==> src/rtl/id_ex_reg.sv <==
// ID/EX pipeline register: captures decoded operands and controls for execute, with stall hold
// and flush-to-bubble. Define ID_EX_REFRESH_EN to refresh held operands from writeback on stall.
module id_ex_reg (
  input  logic        clk,
  input  logic        rst,
  input  logic        stall,
  input  logic        flush,
  input  logic        in_valid,
  input  logic [15:0] in_instr,
  input  logic [15:0] in_A,
  input  logic [15:0] in_B,
  input  logic [15:0] in_nextPC,
  input  logic [15:0] in_signExtend1,
  input  logic [15:0] in_signExtend2,
  input  logic [15:0] in_signExtend3,
  input  logic [15:0] in_zeroExtend1,
  input  logic [15:0] in_zeroExtend2,
  input  logic [2:0]  in_rs,
  input  logic [2:0]  in_rt,
  input  logic        in_SignExtend,
  input  logic        in_invA,
  input  logic        in_invB,
  input  logic        in_Cin,
  input  logic [1:0]  in_ALUSrc,
  input  logic [1:0]  in_RegDst,
  input  logic        in_RegWrite,
  input  logic        in_MemWrite,
  input  logic        in_MemRead,
  input  logic        in_MemToReg,
  input  logic        in_Halt,
  input  logic        wb_en,
  input  logic [2:0]  wb_reg,
  input  logic [15:0] wb_data,
  output logic        out_valid,
  output logic [15:0] out_instr,
  output logic [15:0] out_A,
  output logic [15:0] out_B,
  output logic [15:0] out_nextPC,
  output logic [15:0] out_signExtend1,
  output logic [15:0] out_signExtend2,
  output logic [15:0] out_signExtend3,
  output logic [15:0] out_zeroExtend1,
  output logic [15:0] out_zeroExtend2,
  output logic [2:0]  out_rs,
  output logic [2:0]  out_rt,
  output logic        out_SignExtend,
  output logic        out_invA,
  output logic        out_invB,
  output logic        out_Cin,
  output logic [1:0]  out_ALUSrc,
  output logic [1:0]  out_RegDst,
  output logic        out_RegWrite,
  output logic        out_MemWrite,
  output logic        out_MemRead,
  output logic        out_MemToReg,
  output logic        out_Halt,
  output logic        out_bubble
);

  typedef struct packed {
    logic        valid;
    logic [15:0] instr;
    logic [15:0] a;
    logic [15:0] b;
    logic [15:0] next_pc;
    logic [15:0] se1;
    logic [15:0] se2;
    logic [15:0] se3;
    logic [15:0] ze1;
    logic [15:0] ze2;
    logic [2:0]  rs;
    logic [2:0]  rt;
    logic        sign_ext;
    logic        inv_a;
    logic        inv_b;
    logic        cin;
    logic [1:0]  alu_src;
    logic [1:0]  reg_dst;
    logic        reg_write;
    logic        mem_write;
    logic        mem_read;
    logic        mem_to_reg;
    logic        halt;
  } ex_t;

  // Bubble and reset share contents: a NOP with every control cleared.
  localparam ex_t Bubble = '{instr: 16'h0800, default: '0};

  ex_t  in_s, ex_d, ex_q;
  logic bubble_d, bubble_q;

  always_comb begin
    in_s            = '0;
    in_s.valid      = in_valid;
    in_s.instr      = in_instr;
    in_s.a          = in_A;
    in_s.b          = in_B;
    in_s.next_pc    = in_nextPC;
    in_s.se1        = in_signExtend1;
    in_s.se2        = in_signExtend2;
    in_s.se3        = in_signExtend3;
    in_s.ze1        = in_zeroExtend1;
    in_s.ze2        = in_zeroExtend2;
    in_s.rs         = in_rs;
    in_s.rt         = in_rt;
    in_s.sign_ext   = in_SignExtend;
    in_s.inv_a      = in_invA;
    in_s.inv_b      = in_invB;
    in_s.cin        = in_Cin;
    in_s.alu_src    = in_ALUSrc;
    in_s.reg_dst    = in_RegDst;
    // An empty decode slot must not touch architectural state downstream.
    in_s.reg_write  = in_RegWrite & in_valid;
    in_s.mem_write  = in_MemWrite & in_valid;
    in_s.mem_read   = in_MemRead  & in_valid;
    in_s.mem_to_reg = in_MemToReg & in_valid;
    in_s.halt       = in_Halt     & in_valid;
  end

  always_comb begin
    ex_d     = ex_q;
    bubble_d = bubble_q;
    if (flush) begin
      ex_d     = Bubble;
      bubble_d = 1'b1;
    end else if (stall) begin
`ifdef ID_EX_REFRESH_EN
      if (ex_q.valid && wb_en) begin
        if (wb_reg == ex_q.rs) ex_d.a = wb_data;
        if (wb_reg == ex_q.rt) ex_d.b = wb_data;
      end
`endif
    end else begin
      ex_d     = in_s;
      bubble_d = 1'b0;
    end
  end

`ifndef ID_EX_REFRESH_EN
  logic unused_wb;
  assign unused_wb = ^{wb_en, wb_reg, wb_data};
`endif

  always_ff @(posedge clk or posedge rst) begin
    if (rst) begin
      ex_q     <= Bubble;
      bubble_q <= 1'b0;
    end else begin
      ex_q     <= ex_d;
      bubble_q <= bubble_d;
    end
  end

  assign out_valid       = ex_q.valid;
  assign out_instr       = ex_q.instr;
  assign out_A           = ex_q.a;
  assign out_B           = ex_q.b;
  assign out_nextPC      = ex_q.next_pc;
  assign out_signExtend1 = ex_q.se1;
  assign out_signExtend2 = ex_q.se2;
  assign out_signExtend3 = ex_q.se3;
  assign out_zeroExtend1 = ex_q.ze1;
  assign out_zeroExtend2 = ex_q.ze2;
  assign out_rs          = ex_q.rs;
  assign out_rt          = ex_q.rt;
  assign out_SignExtend  = ex_q.sign_ext;
  assign out_invA        = ex_q.inv_a;
  assign out_invB        = ex_q.inv_b;
  assign out_Cin         = ex_q.cin;
  assign out_ALUSrc      = ex_q.alu_src;
  assign out_RegDst      = ex_q.reg_dst;
  assign out_RegWrite    = ex_q.reg_write;
  assign out_MemWrite    = ex_q.mem_write;
  assign out_MemRead     = ex_q.mem_read;
  assign out_MemToReg    = ex_q.mem_to_reg;
  assign out_Halt        = ex_q.halt;
  assign out_bubble      = bubble_q;

endmodule

==> config.mk <==
export PLATFORM = sky130hd
export DESIGN_NAME = id_ex_reg
export DESIGN_NICKNAME = d
export VERILOG_FILES = /design/src/rtl/id_ex_reg.sv
export SDC_FILE = /design/constraint.sdc
export NUM_CORES = 1
export LEC_CHECK = 0
export CAP_MARGIN = 20
export CORE_AREA = 2 2 137 139
export DETAILED_ROUTE_END_ITERATION = 10
export DIE_AREA = 0 0 139 141
export HOLD_SLACK_MARGIN = 0.1
export PLACE_DENSITY = 0.77
export SLEW_MARGIN = 20
export SYNTH_ARGS = -nofsm -noshare
export SYNTH_HDL_FRONTEND = slang
export SYNTH_SLANG_ARGS = --single-unit
==> constraint.sdc <==
create_clock -name clk -period 7.9 [get_ports clk]
set_input_delay 1.58 -clock clk [delete_from_list [all_inputs] [get_ports clk]]
set_output_delay 1.58 -clock clk [all_outputs]
set_load 0.02 [all_outputs]
==> results.json, run 1 <==
{
  "critical_path.startpoint_type": "flip-flop",
  "root_buffer": "clkbuf_16",
  "net-switching-power_mw": 0.5560,
  "die_w_um": 139,
  "crit_buf_inv": 1,
  "wirelength_um": 18050,
  "swShare": 0.2631,
  "syn_nets": 725,
  "critPathKind": "reg -> out",
  "gp_congestion": 0.7840,
  "synthCells": 537,
  "post_synth_most_frequent_cells": "164 x dfrtp_1, 158 x mux2i_1, 158 x nor2_1, 15 x clkbuf_1, 11 x buf_8",
  "first_pass_iters": 4,
  "clk_pin_slew_worst_paths_ns": 0.06,
  "yosysWarnings": 0,
  "drc": 0,
  "slew_headroom": 0.3402,
  "grt_usage": 0.1842,
  "crit_chain": "clkdlybuf4s50_1",
  "fin_nets": 1043,
  "ys_ff_latch": 165,
  "fin_util": 0.5834,
  "dieArea_um2": 19600,
  "setup_viol": 0,
  "synthFlopType": "dfrtp_1",
  "drt_iter0_markers": 190,
  "critPathArrivalTime_ns": 1.56,
  "rsz0062_at_grt": "false",
  "p_leak_nw": 4.992,
  "power_density_nw_per_um2": 198.3,
  "clock_sinks": 165,
  "hold_class": "reg -> reg",
  "post_cts_buffers": 0,
  "clock_skew_ns": 0,
  "synthArstFlopShare": 1.000,
  "cts_tree": "yes",
  "max_stage_delay_ns": 0.63,
  "clock_path_buffers": 2,
  "avgRoutedWirePerCell_um": 16.36,
  "drive_above_1_share": 0.04608,
  "start_util": 0.3669,
  "synth-edff-count": 0,
  "syn_area_um2": 6703,
  "yosysTopAreaCellShare": 0.6123,
  "detail-route-antenna-nets": 0,
  "cp_data_required_time_ns": 6.32,
  "critPathMaxFanout": 2,
  "yosysMostFrequentCell": "dfrtp_1",
  "intPower_mw": 1.557,
  "die_h_um": 141,
  "synth.area.top_cells": "dfrtp_1 61%, mux2i_1 24%, nor2_1 8.8%",
  "vias": 5132,
  "fin_crit_ns": 3.144,
  "hold_buffers": 0,
  "cap_viol_max_count": 0,
  "viasPerCell": 4.653,
  "slowest_stage": "clkdlybuf4s50_1",
  "numPortBuffers": 332,
  "cp-end-kind": "output pin",
  "yosysUniqueCellTypes": 16,
  "fin_tns_setup_ns": 0,
  "overflow": 0,
  "synth_area_leader_cell": "dfrtp_1",
  "grt_pass1_vias": 5248,
  "ys_seq_area_frac": 0.6162,
  "place_hpwl_um": 12420,
  "cts-resized-gates": 0,
  "design.core.area_um2": 18270,
  "fmax_mhz": 318.0,
  "grt_max_degree": 89,
  "ir_drop_v": 0.0001400,
  "cts.htree.levels": 4,
  "antenna_found_initial": 1,
  "placed_area_um2": 10060,
  "drv_slew": 0,
  "ios": 353,
  "crit_family": "buffers and inverters",
  "finalHoldViolations": 0,
  "comb_power_share": 0.178,
  "p_seq_frac": 0.434,
  "status": "finished, final reports clean",
  "area_growth_pct": 58.99,
  "rows": 50,
  "power_frac_clock": 0.388,
  "syn_area_per_cell_um2": 12.48,
  "final_cell_area_um2": 10660,
  "clk_latency_ns": 0.41,
  "grt_pass1_wl_um": 28620,
  "fin_crit_sh": 0.3980,
  "n_fill_cell": 1555,
  "numCtsBuffers": 17,
  "tightestPinTransition_ns": 0.9897
}
## sequential cells by signal, summed over array words and instances (netlist names), 2 cells and up
register and flops:
out_signExtend1 16, out_zeroExtend1 16, out_zeroExtend2 16, out_B 16, out_rs 3, out_ALUSrc 2, out_signExtend2 16, out_RegDst 2
out_nextPC 16, out_signExtend3 16, out_rt 3, out_instr 16, out_A 16
## power by group through the flow
stage          clock (mW)  combinational, mW  sequential, mW
3_5_place_dp            0              0.380           0.933
4_1_cts             0.843              0.381           0.918
3_3_place_gp            0              0.377           0.930
2_1_floorplan           0              0.120           0.991
5_1_grt             0.874              0.403           0.924
6_report            0.820              0.376           0.917
## stage by stage
step	power, mW	hold WS (ns)	setup WS, ns	cells
after floorplan	1.111	0.5988	1.860	537
after global placement	1.307	0.4625	4.060	1070
after detailed placement	1.313	0.4780	4.070	1070
after CTS	2.142	0.4928	4.524	1102
after global routing	2.201	0.5108	4.684	1102
final	2.113	0.4866	4.756	1103
## worst reg2reg max path, cell delays in order, from the launching register on
cell and delay, ns:
dfrtp_1 0.40, mux2i_1 0.15, nor2_1 0.07
## area by class of cell
class / instances / area, µm² / area share
sequential: 165 / 4130 / 0.3876
timing repair buffer: 336 / 3358 / 0.3151
multi-input combinational: 334 / 2278 / 0.2138
clock buffer: 20 / 466.7 / 0.04379
tap: 234 / 292.8 / 0.02747
clock inverter: 12 / 118.9 / 0.01115
inverter: 1 / 8.758 / 0.0008219
antenna: 1 / 2.502 / 0.0002348
## path summary, 6_finish.rpt
path | endpoint | depth (start not counted) | start | slack (ns)
max | out_instr[11] | 1 | out_instr[11] | 4.76
max in group asynchronous | out_signExtend1[5] | 3 | rst | 4.95
min | out_bubble | 1 | out_bubble | 0.49
max reg2reg | out_A[12] | 2 | out_A[12] | 7.13
min in group asynchronous | out_signExtend1[14] | 2 | rst | 1.69
min reg2reg | out_bubble | 1 | out_bubble | 0.49
## logic make-up after synthesis
family / count (synthesis) / synth area share
buf+inv: 38 / 0.04387
flops: 165 / 0.6162
mux: 158 / 0.2360
simple gates: 169 / 0.09782
compound gates: 7 / 0.006160
## routing by layer
| layer | vias to the layer above | wire length (µm) | part of all wire | GRT usage |
|---|---|---|---|---|
| met5 | - | 0 | 0 | 0 |
| met4 | 0 | 377 | 0.021 | 0.06486 |
| met3 | 26 | 1584 | 0.088 | 0.07065 |
| met2 | 214 | 8725 | 0.48 | 0.2995 |
| met1 | 2470 | 7358 | 0.41 | 0.2255 |
| li1 | 2422 | - | - | - |
## layout by cell type, fill, tap and decap left out
master,n
nand3b_1,5
clkinv_4,3
clkdlybuf4s50_1,330
buf_6,1
a211o_1,1
bufinv_16,1
a21oi_1,5
inv_6,5
clkbuf_8,4
clkbuf_16,17
buf_4,4
mux2i_1,158
clkinvlp_4,3
nor2_1,158
dfrtp_1,164
nand2_1,5
clkinv_2,1
a21o_1,1
dfstp_2,1
diode_2,1
nor2b_1,1
No activity file was read; power rests on OpenSTA's default activity.
==> run 2: changes to the inputs <==
--- a/config.mk
+++ b/config.mk
@@ -6,11 +6,11 @@
 export NUM_CORES = 1
 export LEC_CHECK = 0
 export CAP_MARGIN = 20
-export CORE_AREA = 2 2 137 139
+export CORE_MARGIN = 2
+export CORE_UTILIZATION = 36
 export DETAILED_ROUTE_END_ITERATION = 10
-export DIE_AREA = 0 0 139 141
 export HOLD_SLACK_MARGIN = 0.1
-export PLACE_DENSITY = 0.77
+export PLACE_DENSITY = 0.78
 export SLEW_MARGIN = 20
 export SYNTH_ARGS = -nofsm -noshare
 export SYNTH_HDL_FRONTEND = slang
==> constraint.sdc (replaced) <==
create_clock -name clk -period 2.7 [get_ports clk]
set_input_delay 0.54 -clock clk [delete_from_list [all_inputs] [get_ports clk]]
set_output_delay 0.54 -clock clk [all_outputs]
set_load 0.02 [all_outputs]
==> run 2 against run 1 <==
Effect of this change: hold slack worse by 0.0012 ns; non-clock buffer count is 8 higher; wire length is 2.1% higher; setup slack worse by 4.2 ns.
==> results.json, run 2 (synthesis results as in run 1) <==
{
  "clk_latency_ns": 0.42,
  "net-switching-power_mw": 1.578,
  "drive_above_1_share": 0.05149,
  "cp-end-kind": "output pin",
  "p_seq_frac": 0.416,
  "status": "finished, final reports clean",
  "detail-route-antenna-nets": 0,
  "comb_power_share": 0.174,
  "crit_chain": "clkdlybuf4s50_1",
  "swShare": 0.2443,
  "critPathMaxFanout": 2,
  "slew_headroom": 0.5678,
  "numCtsBuffers": 17,
  "grt_pass1_wl_um": 29010,
  "cts_tree": "yes",
  "area_growth_pct": 62.03,
  "grt_max_degree": 84,
  "wirelength_um": 18430,
  "drv_slew": 0,
  "cts-resized-gates": 0,
  "numPortBuffers": 332,
  "gp_congestion": 0.7694,
  "die_h_um": 140.5,
  "first_pass_iters": 4,
  "design.core.area_um2": 18090,
  "tightestPinTransition_ns": 0.6483,
  "ios": 353,
  "critPathArrivalTime_ns": 1.57,
  "start_util": 0.3706,
  "antenna_found_initial": 1,
  "p_leak_nw": 5.092,
  "avgRoutedWirePerCell_um": 16.69,
  "mostFrequentLayoutCell": "clkdlybuf4s50_1",
  "slowest_stage": "clkdlybuf4s50_1",
  "critical_path.startpoint_type": "flip-flop",
  "fin_util": 0.6005,
  "grt_pass1_vias": 5396,
  "crit_start": "out_instr[11]",
  "holdCritStartpoint": "out_bubble",
  "fin_total_pwr_mw": 6.461,
  "cap_viol_max_count": 0,
  "intPower_mw": 4.883,
  "timing.final.ws_setup_ns": 0.5854,
  "reg2reg_from": "out_ALUSrc[1]",
  "hold_buffers": 0,
  "final_cell_mix": "330 x clkdlybuf4s50_1, 164 x dfrtp_1, 158 x mux2i_1, 158 x nor2_1, 17 x clkbuf_16",
  "fin_nets": 1051,
  "finalHoldViolations": 0,
  "setup_viol": 0,
  "crit_family": "buffers and inverters",
  "fin_tns_setup_ns": 0,
  "max_stage_delay_ns": 0.63,
  "cp_data_required_time_ns": 2.16,
  "cts.htree.levels": 4,
  "ir_drop_v": 0.0004142,
  "fin_crit_ns": 2.115,
  "vias": 5156,
  "n_fill_cell": 1496,
  "hold_class": "reg -> reg",
  "clock_path_buffers": 2,
  "drt_iter0_markers": 188,
  "clock_skew_ns": 0,
  "overflow": 0,
  "power_density_nw_per_um2": 594.9,
  "fmax_mhz": 472.9,
  "place_hpwl_um": 13100,
  "crit_buf_inv": 1,
  "die_w_um": 140.5,
  "dieArea_um2": 19730,
  "rows": 49,
  "drc": 0,
  "grt_usage": 0.1887,
  "place_ws_ns": 0.8472,
  "clock_sinks": 165,
  "fin_crit_sh": 0.7832,
  "clk_pin_slew_worst_paths_ns": 0.06,
  "root_buffer": "clkbuf_16",
  "post_cts_buffers": 0,
  "critPathKind": "reg -> out",
  "rsz0062_at_grt": "false",
  "viasPerCell": 4.670,
  "hold-worst-slack_ns": 0.4854,
  "power_frac_clock": 0.410
}
==> run 2: final timing paths <==
check / end / depth (start not counted) / slack, ns
min in group asynchronous: out_nextPC[4] / 3 / 0.65
min reg2reg: out_bubble / 1 / 0.49
max in group asynchronous: out_zeroExtend2[15] / 3 / 1.67
max reg2reg: out_ALUSrc[1] / 2 / 1.95
min: out_bubble / 1 / 0.49
max: out_instr[11] / 1 / 0.59
==> run 2: metrics by stage <==
step                instance area, µm²  std cells
floorplan                         6706        537
global placement                 10220       1073
detailed placement               10220       1073
CTS                              10860       1103
global route                     10860       1103
finish                           10860       1104
==> run 2: layout make-up <==
type,instances,area (µm²),share of cell area
diodes,1,2.502,0.0002304
clock buffers,19,442.9,0.04078
clock inverters,11,197.7,0.01820
inverters,1,7.507,0.0006912
multi-input cells,334,2278,0.2098
flip-flops and latches,165,4130,0.3803
well taps,229,286.5,0.02638
repair buffers,344,3515,0.3236
==> run 2: power by group through the flow <==
| stage | clock network (mW) | registers [mW] | logic, mW |
|---|---|---|---|
| floorplan | 0 | 2.90 | 0.352 |
| global placement | 0 | 2.72 | 1.13 |
| detailed placement | 0 | 2.73 | 1.14 |
| CTS | 2.72 | 2.69 | 1.14 |
| global route | 2.84 | 2.70 | 1.21 |
| finish | 2.65 | 2.69 | 1.13 |
==> run 2: per-layer routing <==
layer  track usage  share of wire
met5             0              0
met1        0.2178           0.40
met4       0.06211          0.019
met3       0.08239           0.10
met2        0.3166           0.48
==> run 3: changes to the inputs <==
--- a/config.mk
+++ b/config.mk
@@ -6,11 +6,11 @@
 export NUM_CORES = 1
 export LEC_CHECK = 0
 export CAP_MARGIN = 20
-export CORE_MARGIN = 2
-export CORE_UTILIZATION = 36
+export CORE_AREA = 2 2 137 139
 export DETAILED_ROUTE_END_ITERATION = 10
+export DIE_AREA = 0 0 139 141
 export HOLD_SLACK_MARGIN = 0.1
-export PLACE_DENSITY = 0.78
+export PLACE_DENSITY = 0.77
 export SLEW_MARGIN = 20
 export SYNTH_ARGS = -nofsm -noshare
 export SYNTH_HDL_FRONTEND = slang
==> constraint.sdc (replaced) <==
create_clock -name clk -period 2.1 [get_ports clk]
set_input_delay 0.42 -clock clk [delete_from_list [all_inputs] [get_ports clk]]
set_output_delay 0.42 -clock clk [all_outputs]
set_load 0.02 [all_outputs]
==> run 3 against run 2 <==
Effect of this change: sequential share of layout area grew 0.088 points; critical path depth unchanged; power up 25%; combinational power rose by 28%; die area is 0.64% lower; count of clock-buffer cells in the layout unchanged; register-to-register slack worse by 0.58 ns; clock power rose by 19%; wire length is 2.0% lower; final area fell by 0.23%; sequential power grew 28%; highest routed layer unchanged.
==> results.json, run 3 (synthesis results as in run 1) <==
{
  "tightestPinTransition_ns": 0.4402,
  "post_cts_buffers": 0,
  "ir_drop_v": 0.0005051,
  "drt_iter0_markers": 236,
  "clock_sinks": 165,
  "rsz0062_at_grt": "false",
  "diodes": 0,
  "cp_num_cells": 1,
  "hold_class": "in -> async",
  "dieArea_um2": 19600,
  "final_cell_area_um2": 10840,
  "fin_nets": 1053,
  "avgRoutedWirePerCell_um": 16.26,
  "grt_pass1_vias": 5294,
  "critPathMaxFanout": 2,
  "setup_viol": 0,
  "grt_usage": 0.1833,
  "viasPerCell": 4.644,
  "rows": 50,
  "cp_data_required_time_ns": 1.68,
  "wirelength_um": 18060,
  "n_fill_cell": 1515,
  "clk_latency_ns": 0.41,
  "fmax_mhz": 510.8,
  "endpoint": "out_instr[11]",
  "drv_slew": 0,
  "finalHoldViolations": 0,
  "crit_start": "out_instr[11]",
  "fin_crit_sh": 0.9322,
  "start_util": 0.3669,
  "clock_path_buffers": 2,
  "slew_headroom": 0.7065,
  "root_buffer": "clkbuf_16",
  "fin_util": 0.5932,
  "gp_congestion": 0.7483,
  "fin_total_pwr_mw": 8.057,
  "first_pass_iters": 4,
  "cap_viol_max_count": 0,
  "crit_family": "buffers and inverters",
  "dp.cells": 1080,
  "final_cells": 1111,
  "slowest_stage": "clkdlybuf4s50_1",
  "cts.htree.levels": 4,
  "r2r.worst_path.cells": 2,
  "reg2reg_from": "out_A[11]",
  "clock_skew_ns": 0,
  "ios": 353,
  "max_stage_delay_ns": 0.60,
  "final_cell_mix": "330 x clkdlybuf4s50_1, 164 x dfrtp_1, 158 x mux2i_1, 158 x nor2_1, 17 x clkbuf_16",
  "cts_tree": "yes",
  "power_density_nw_per_um2": 743.6,
  "area_growth_pct": 61.66,
  "p_leak_nw": 5.068,
  "timing.final.ws_setup_ns": 0.1424,
  "die_w_um": 139,
  "vias": 5160,
  "crit_chain": "clkdlybuf4s50_1",
  "cp-end-kind": "output pin",
  "detail-route-antenna-nets": 0,
  "hold_buffers": 0,
  "numPortBuffers": 332,
  "critPathArrivalTime_ns": 1.54,
  "design.core.area_um2": 18270,
  "crit_buf_inv": 1,
  "clk_pin_slew_worst_paths_ns": 0.06,
  "status": "finished, final reports clean",
  "place_ws_ns": 0.5390,
  "numCtsBuffers": 17,
  "antenna_found_initial": 0,
  "drive_above_1_share": 0.05587,
  "fin_crit_ns": 1.958,
  "cts-resized-gates": 0,
  "placed_area_um2": 10240,
  "grt_max_degree": 86,
  "place_hpwl_um": 12810,
  "r2r_end": "out_A[11]",
  "ff2ff_setup_slack_ns": 1.37,
  "die_h_um": 141,
  "overflow": 0,
  "critical_path.startpoint_type": "flip-flop",
  "drc": 0,
  "critPathKind": "reg -> out",
  "grt_pass1_wl_um": 28600,
  "mostFrequentLayoutCell": "clkdlybuf4s50_1"
}
run 3: routing by layer:
metal	part of all wire	vias to the layer above	track usage	routed length, µm
met1	0.41	2490	0.2257	7389
met2	0.49	212	0.3018	8850
met5	0	-	0	0
met4	0.023	0	0.06699	420
li1	-	2425	-	-
met3	0.078	33	0.06182	1401
run 3: area by class of cell:
class	count	area [µm²]	share of cell area
Clock inverter	12	143.9	0.01328
Timing Repair Buffer	346	3530	0.3258
Inverter	1	7.507	0.0006928
Clock buffer	19	452.9	0.04180
Sequential cell	165	4130	0.3812
Multi-Input combinational cell	334	2278	0.2103
Tap cell	234	292.8	0.02702
run 3: stage by stage:
stage	TNS, ns	hold slack, ns
floorplan	-68.55	0.5730
global placement	0	0.4619
detailed placement	0	0.4720
CTS	0	0.2915
global route	0	0.2972
finish	0	0.2984
run 3: report_power, final:
group	internal, mW	total, mW	switching, mW
clock	1.83	3.16	1.33
sequential	3.36	3.45	0.0946
combinational	0.782	1.45	0.669
run 3: how the worst min path moves through the flow:
stage / endpoint / slack (ns)
after detailed placement: out_bubble / 0.47
final: out_B[8] / 0.30
after global placement: out_bubble / 0.46
after global routing: out_B[8] / 0.30
after floorplan: out_ALUSrc[0] / 0.57
after CTS: out_B[8] / 0.29
